<file path="config.mk">
export PLATFORM = sky130hd
export DESIGN_NAME = phys_reg_free_list
export DESIGN_NICKNAME = d
export VERILOG_FILES = /design/src/rtl/phys_reg_free_list.sv
export SDC_FILE = /design/constraint.sdc
export NUM_CORES = 1
export LEC_CHECK = 0
export CORE_MARGIN = 2
export CORE_UTILIZATION = 65
export CTS_CLUSTER_SIZE = 10
export DETAILED_ROUTE_END_ITERATION = 10
export HOLD_SLACK_MARGIN = 0.08
export PLACE_DENSITY = 0.94
export SYNTH_ARGS = -nofsm -noshare
export SYNTH_HDL_FRONTEND = slang
export SYNTH_SLANG_ARGS = --single-unit
</file>
<file path="constraint.sdc">
create_clock -name clk -period 4.59 [get_ports clk]
set_input_delay 0.6885 -clock clk [delete_from_list [all_inputs] [get_ports clk]]
set_output_delay 0.6885 -clock clk [all_outputs]
set_load 0.005 [all_outputs]
</file>
<file path="src/rtl/phys_reg_free_list.sv">
// Circular free list of physical register tags for the rename stage.
// One tag is handed out per cycle from the head and one committed tag is
// accepted per cycle at the tail. A single checkpoint of the head pointer
// lets a mispredict reclaim every tag allocated after the branch.
module phys_reg_free_list #(
  parameter int PHYS_REGS = 64,
  parameter int ARCH_REGS = 32,
  parameter int TAG_W     = 6
) (
  input  logic             clk,
  input  logic             rst_n,
  input  logic             alloc_req,
  output logic             alloc_grant,
  output logic [TAG_W-1:0] alloc_tag,
  input  logic             release_valid,
  input  logic [TAG_W-1:0] release_tag,
  input  logic             ckpt_take,
  input  logic             ckpt_restore,
  output logic [TAG_W-1:0] free_count,
  output logic             empty,
  output logic             full,
  output logic             overflow_err
);

  localparam int DEPTH = PHYS_REGS - ARCH_REGS;
  localparam int IDX_W = $clog2(DEPTH);
  // One extra wrap bit distinguishes full (tail-head==DEPTH) from empty.
  localparam int PTR_W = IDX_W + 1;

  localparam logic [PTR_W-1:0] PTR_ONE    = PTR_W'(1);
  localparam logic [PTR_W-1:0] TAIL_RESET = PTR_W'(DEPTH);
  localparam logic [TAG_W-1:0] CNT_FULL   = TAG_W'(DEPTH);

  // Elaboration-time parameter sanity.
  if ((DEPTH & (DEPTH - 1)) != 0) begin : g_depth_chk
    $error("phys_reg_free_list: PHYS_REGS-ARCH_REGS must be a power of two");
  end
  if (TAG_W != $clog2(PHYS_REGS)) begin : g_tagw_chk
    $error("phys_reg_free_list: TAG_W must equal clog2(PHYS_REGS)");
  end

  // Pointer, count and error state.
  logic [PTR_W-1:0] head_q, head_d;
  logic [PTR_W-1:0] tail_q, tail_d;
  logic [PTR_W-1:0] ckpt_q, ckpt_d;
  logic [TAG_W-1:0] count_q, count_d;
  logic             ovf_q, ovf_d;

  // Tag storage.
  logic [TAG_W-1:0] mem_q [DEPTH];

  logic             grant;
  logic             rel_accept;
  logic [PTR_W-1:0] ptr_diff;
  logic [IDX_W-1:0] head_idx;
  logic [IDX_W-1:0] tail_idx;

  assign head_idx = head_q[IDX_W-1:0];
  assign tail_idx = tail_q[IDX_W-1:0];

  // Status flags are decoded from the registered count only, so a release
  // never bypasses into a same-cycle grant.
  assign empty        = (count_q == '0);
  assign full         = (count_q == CNT_FULL);
  assign free_count   = count_q;
  assign overflow_err = ovf_q;

  // Restore outranks allocation; nothing is granted while reset is held.
  assign grant       = alloc_req & ~empty & ~ckpt_restore & rst_n;
  assign alloc_grant = grant;
  assign alloc_tag   = mem_q[head_idx];

  // Releases are accepted only while there is room at the tail.
  assign rel_accept = release_valid & ~full;

  // Next-state computation for pointers, checkpoint, count and error flag.
  // NOTE: every variable gets a default first so no path leaves it unassigned
  // and no latch is inferred.
  always_comb begin
    head_d = head_q;
    tail_d = tail_q;
    ckpt_d = ckpt_q;
    ovf_d  = ovf_q;

    if (ckpt_restore) begin
      head_d = ckpt_q;
    end else if (grant) begin
      head_d = head_q + PTR_ONE;
    end

    // The snapshot sees the head after this cycle's grant; a simultaneous
    // restore wins and leaves the snapshot untouched.
    if (ckpt_take && !ckpt_restore) begin
      ckpt_d = head_d;
    end

    if (rel_accept) begin
      tail_d = tail_q + PTR_ONE;
    end

    if (release_valid && full) begin
      ovf_d = 1'b1;
    end

    ptr_diff = tail_d - head_d;
    count_d  = TAG_W'(ptr_diff);
  end

  // Pointer and status registers with synchronous active-low reset.
  // NOTE: sequential state uses non-blocking assignments so every register
  // samples the pre-edge values regardless of statement order.
  always_ff @(posedge clk) begin
    if (!rst_n) begin
      head_q  <= '0;
      tail_q  <= TAIL_RESET;
      ckpt_q  <= '0;
      count_q <= CNT_FULL;
      ovf_q   <= 1'b0;
    end else begin
      head_q  <= head_d;
      tail_q  <= tail_d;
      ckpt_q  <= ckpt_d;
      count_q <= count_d;
      ovf_q   <= ovf_d;
    end
  end

  // Tag array: preloaded with the unmapped tags, written at the tail on release.
  // NOTE: this memory is reset on purpose because the free tags must be
  // ARCH_REGS..PHYS_REGS-1 straight out of reset; it therefore maps to flops.
  always_ff @(posedge clk) begin
    if (!rst_n) begin
      for (int i = 0; i < DEPTH; i++) begin
        mem_q[i] <= TAG_W'(ARCH_REGS + i);
      end
    end else if (rel_accept) begin
      mem_q[tail_idx] <= release_tag;
    end
  end

  // Structural invariants.
  a_count_bound : assert property (@(posedge clk) disable iff (!rst_n)
    count_q <= CNT_FULL);
  a_grant_nonempty : assert property (@(posedge clk) disable iff (!rst_n)
    alloc_grant |-> !empty);

endmodule

</file>
==> impl_results.rst <==
.. list-table::
   :header-rows: 1

   * - Metric
     - Value
   * - Iteration-0 DRC Markers
     - ~1300
   * - Worst setup EP type
     - primary output
   * - Fraction of registers with async set or reset after synthesis
     - 0%
   * - P&R area growth vs syn
     - 10.0%
   * - Period utilization
     - 89.4%
   * - Clk slew on worst S/H paths
     - 0.06 ns
   * - Synth Instances
     - between 700 and 800
   * - Critical register-to-register path startpoint
     - free_count[1]
   * - Count of flip-flops with a built-in enable after synthesis
     - around 190
   * - Largest net degree at the start of global routing
     - 50
   * - Critical Path Start Type
     - register
   * - Max IR drop VDD
     - roughly 280 uV
   * - Max Clock Freq
     - about 0.24 GHz
   * - Logic depth of the worst register-to-register path
     - 11
   * - Status
     - complete, no violations
   * - Sink Count
     - around 220
   * - Worst EP required
     - slightly below 4 ns
   * - Placed cells
     - 943
   * - Worst hold endpoint
     - overflow_err
   * - CTS H-tree depth
     - 1
   * - Origin of the worst min-delay path
     - overflow_err
   * - Post-synth top area share
     - 56.2%
   * - Post-synth top cells
     - sky130_fd_sc_hd__edfxtp_1 (192), sky130_fd_sc_hd__nor2_1 (80), sky130_fd_sc_hd__nand2_1 (72)
   * - Number of post-CTS setup repair buffers
     - 0
   * - Total setup violations reported at the end of the flow
     - 0
   * - MaxCap Viol Count
     - 0
   * - Area of the die
     - 16800 um2
   * - Netlist cell types
     - 52
   * - Mean instance size in the synthesized netlist
     - 13.3 um2
   * - Core Region
     - between 15000 and 20000 um2
   * - Height of the chip
     - 130 um
   * - Worst clock skew
     - between 0.01 and 0.015 ns
   * - Final antenna-violating net count
     - 0
   * - Die boundary width
     - between 100 and 150 um
   * - Total congestion overflow
     - 0
   * - GRT Resource Usage Total
     - between 30% and 40%
   * - Netlist area before placement
     - between 10000 and 15000 um2
   * - Clock latency on the worst-skew pair
     - approximately 0.52 ns
   * - Post-layout min period
     - just over 4 ns
   * - Post-layout net count
     - 780
   * - Setup slack of the critical path after layout
     - between 0.4 and 0.5 ns
   * - Detailed-router iteration count before antenna repair
     - 7
   * - Number of max-slew violations in the final report
     - 0
   * - Count of yosys warnings during synthesis
     - 0
   * - Worst R2R End
     - free_count[5]
   * - Number of buffers created by CTS
     - 25
   * - Count of port buffers added during placement
     - 27
   * - CTS root buffer
     - sky130_fd_sc_hd__clkbuf_16
   * - Register bit count reported by yosys
     - roughly 220
   * - Sequential area share after synthesis
     - about three fifths
   * - Category of the critical setup timing path
     - reg2out
   * - CTS tree
     - built
   * - Initial standard-cell utilization of the core
     - 66.9%
   * - Primary FF master, synth
     - sky130_fd_sc_hd__edfxtp_1
   * - Number of global-route vias before repair
     - around 7000
   * - Count of inserted antenna diode cells
     - 0
   * - Ports placed on the boundary
     - 28
   * - Hold violation total from the final report
     - 0
   * - Global placement routability congestion
     - 0.897
   * - Leading cell types by total area after synthesis
     - sky130_fd_sc_hd__edfxtp_1 (56%), sky130_fd_sc_hd__mux4_2 (13%), sky130_fd_sc_hd__dfxtp_1 (4.9%)
   * - Share of final-layout standard cells stronger than drive strength 1
     - between 10% and 20%
   * - Antenna violations before repair
     - 0
   * - Wire length of the first global-routing pass
     - approximately 41 mm
   * - Vias
     - 7060
   * - Placement-stage worst setup slack
     - between 0.6 and 0.7 ns
   * - Worst hold path depth
     - 2
   * - Slew @ Worst Pin
     - roughly 1.4 ns
   * - Most repeated cell in the gate-level netlist after synthesis
     - sky130_fd_sc_hd__edfxtp_1
   * - Worst setup slack for register-to-register paths
     - 1.27 ns
   * - Power density of the placed cells
     - between 300 and 400 nW/um2
   * - Routed WL
     - 26.8 mm
   * - Standby leakage power
     - about 3.3 nW
   * - Worst slew slack as a fraction of its limit
     - between 8 and 9%
   * - Post-layout util
     - 73.7%
   * - Biggest area consumer among synthesized cells
     - sky130_fd_sc_hd__edfxtp_1
   * - Crit Path Max Fanout
     - 31
   * - Setup TNS
     - 0 ns
   * - Count of standard-cell rows
     - 45
   * - Total of hold buffers inserted after clock tree synthesis
     - 0
   * - Final HPWL from detailed placement
     - about 16 mm
   * - Clock buffer depth
     - 3
   * - Arrival @ worst endpoint
     - around 3.4 ns
   * - Worst min-delay path category
     - reg2reg
   * - Avg Vias per Cell
     - slightly above 7
   * - Number of nets produced by synthesis
     - approximately 800
   * - Final Non-Filler Cells
     - slightly below 1000
   * - DR WL/cell
     - about 27 um
   * - Setup repair after global routing missed its margin
     - no
   * - Cells resized by post-CTS repair
     - 0
   * - DRC violations left
     - 0
[where the power goes]
group | switching (mW) | internal (mW) | total (mW)
registers | 0.0485 | 2.20 | 2.25
logic | 0.280 | 0.189 | 0.468
clock network | 0.745 | 0.989 | 1.73
total | 1.07 | 3.38 | 4.45
[flip-flops by register name, summed over array words and instances (netlist names)]
name	cells
overflow_err	1
tail_q	6
mem_q	192
free_count	6
head_q	6
ckpt_q	6
[worst max-delay path by stage]
stage                       from             to  slack (ns)  depth (start not counted)
CTS                    head_q[0]   alloc_tag[0]        0.50                          5
floorplan           ckpt_restore  free_count[5]        1.46                         10
detailed placement  ckpt_restore  free_count[5]        0.62                         12
global placement    ckpt_restore  free_count[5]        0.78                         12
finish                 head_q[0]   alloc_tag[0]        0.48                          5
global route           head_q[0]   alloc_tag[0]        0.41                          5
[per-layer routing]
layer | up-vias | routed length, um | GRT usage (%)
li1 | 2845 | - | -
met4 | 0 | 1190 | 12.4
met1 | 3356 | 8690 | 42.7
met2 | 725 | 13100 | 54.6
met3 | 134 | 3780 | 7.10
met5 | - | 0 | 0
[worst max-delay path, cell delays in order, from the launching register on]
cell and delay, ns:
sky130_fd_sc_hd__dfxtp_4 0.64, sky130_fd_sc_hd__buf_12 0.32, sky130_fd_sc_hd__mux4_2 0.62, sky130_fd_sc_hd__mux4_2 0.51
sky130_fd_sc_hd__mux2_2 0.30, sky130_fd_sc_hd__clkdlybuf4s50_1 0.45
[through the flow]
step / hold slack (ns) / total power, mW / instance area (um2)
after floorplan: 0.454 / 2.56 / 10300
final: 0.493 / 4.45 / 11300
after CTS: 0.491 / 4.42 / 11300
after global placement: 0.454 / 2.71 / 10600
after detailed placement: 0.478 / 2.73 / 10600
after global routing: 0.541 / 4.53 / 11300
[cell type report]
class | count | area, um2
clock inverter | 2 | 12.5
multi-input combinational | 463 | 3640
timing repair buffer | 38 | 378
inverter | 14 | 52.6
sequential | 217 | 6270
tap | 211 | 264
clock buffer | 35 | 663
fill | 806 | 4030
[kinds of logic (layout without fill, tap and decap cells)]
kind of cell / after synthesis / in the layout / share of synthesized area (%)
compound gates: 36 / 36 / 2.82
xor+xnor: 12 / 12 / 1.03
fa+ha+maj: 9 / 9 / 1.17
buf+inv: 88 / 89 / 3.39
flops: 217 / 217 / 61.1
mux: 76 / 76 / 14.9
simple gates: 330 / 330 / 15.6
[layout by cell type (no fill, tap or decap), types with 9 or more instances in the layout]
cell type	n
sky130_fd_sc_hd__or2_2	14
sky130_fd_sc_hd__nor3_1	39
sky130_fd_sc_hd__dfxtp_1	23
sky130_fd_sc_hd__inv_1	13
sky130_fd_sc_hd__nor2_1	79
sky130_fd_sc_hd__mux2_2	10
sky130_fd_sc_hd__clkdlybuf4s50_1	27
sky130_fd_sc_hd__buf_4	9
sky130_fd_sc_hd__edfxtp_1	192
sky130_fd_sc_hd__clkbuf_16	25
sky130_fd_sc_hd__nand2_1	72
sky130_fd_sc_hd__o21ai_0	14
sky130_fd_sc_hd__mux4_2	60
sky130_fd_sc_hd__or3_1	22
sky130_fd_sc_hd__clkbuf_1	10
sky130_fd_sc_hd__nand3_1	66
Note: power is estimated with default switching activity, not from simulation.
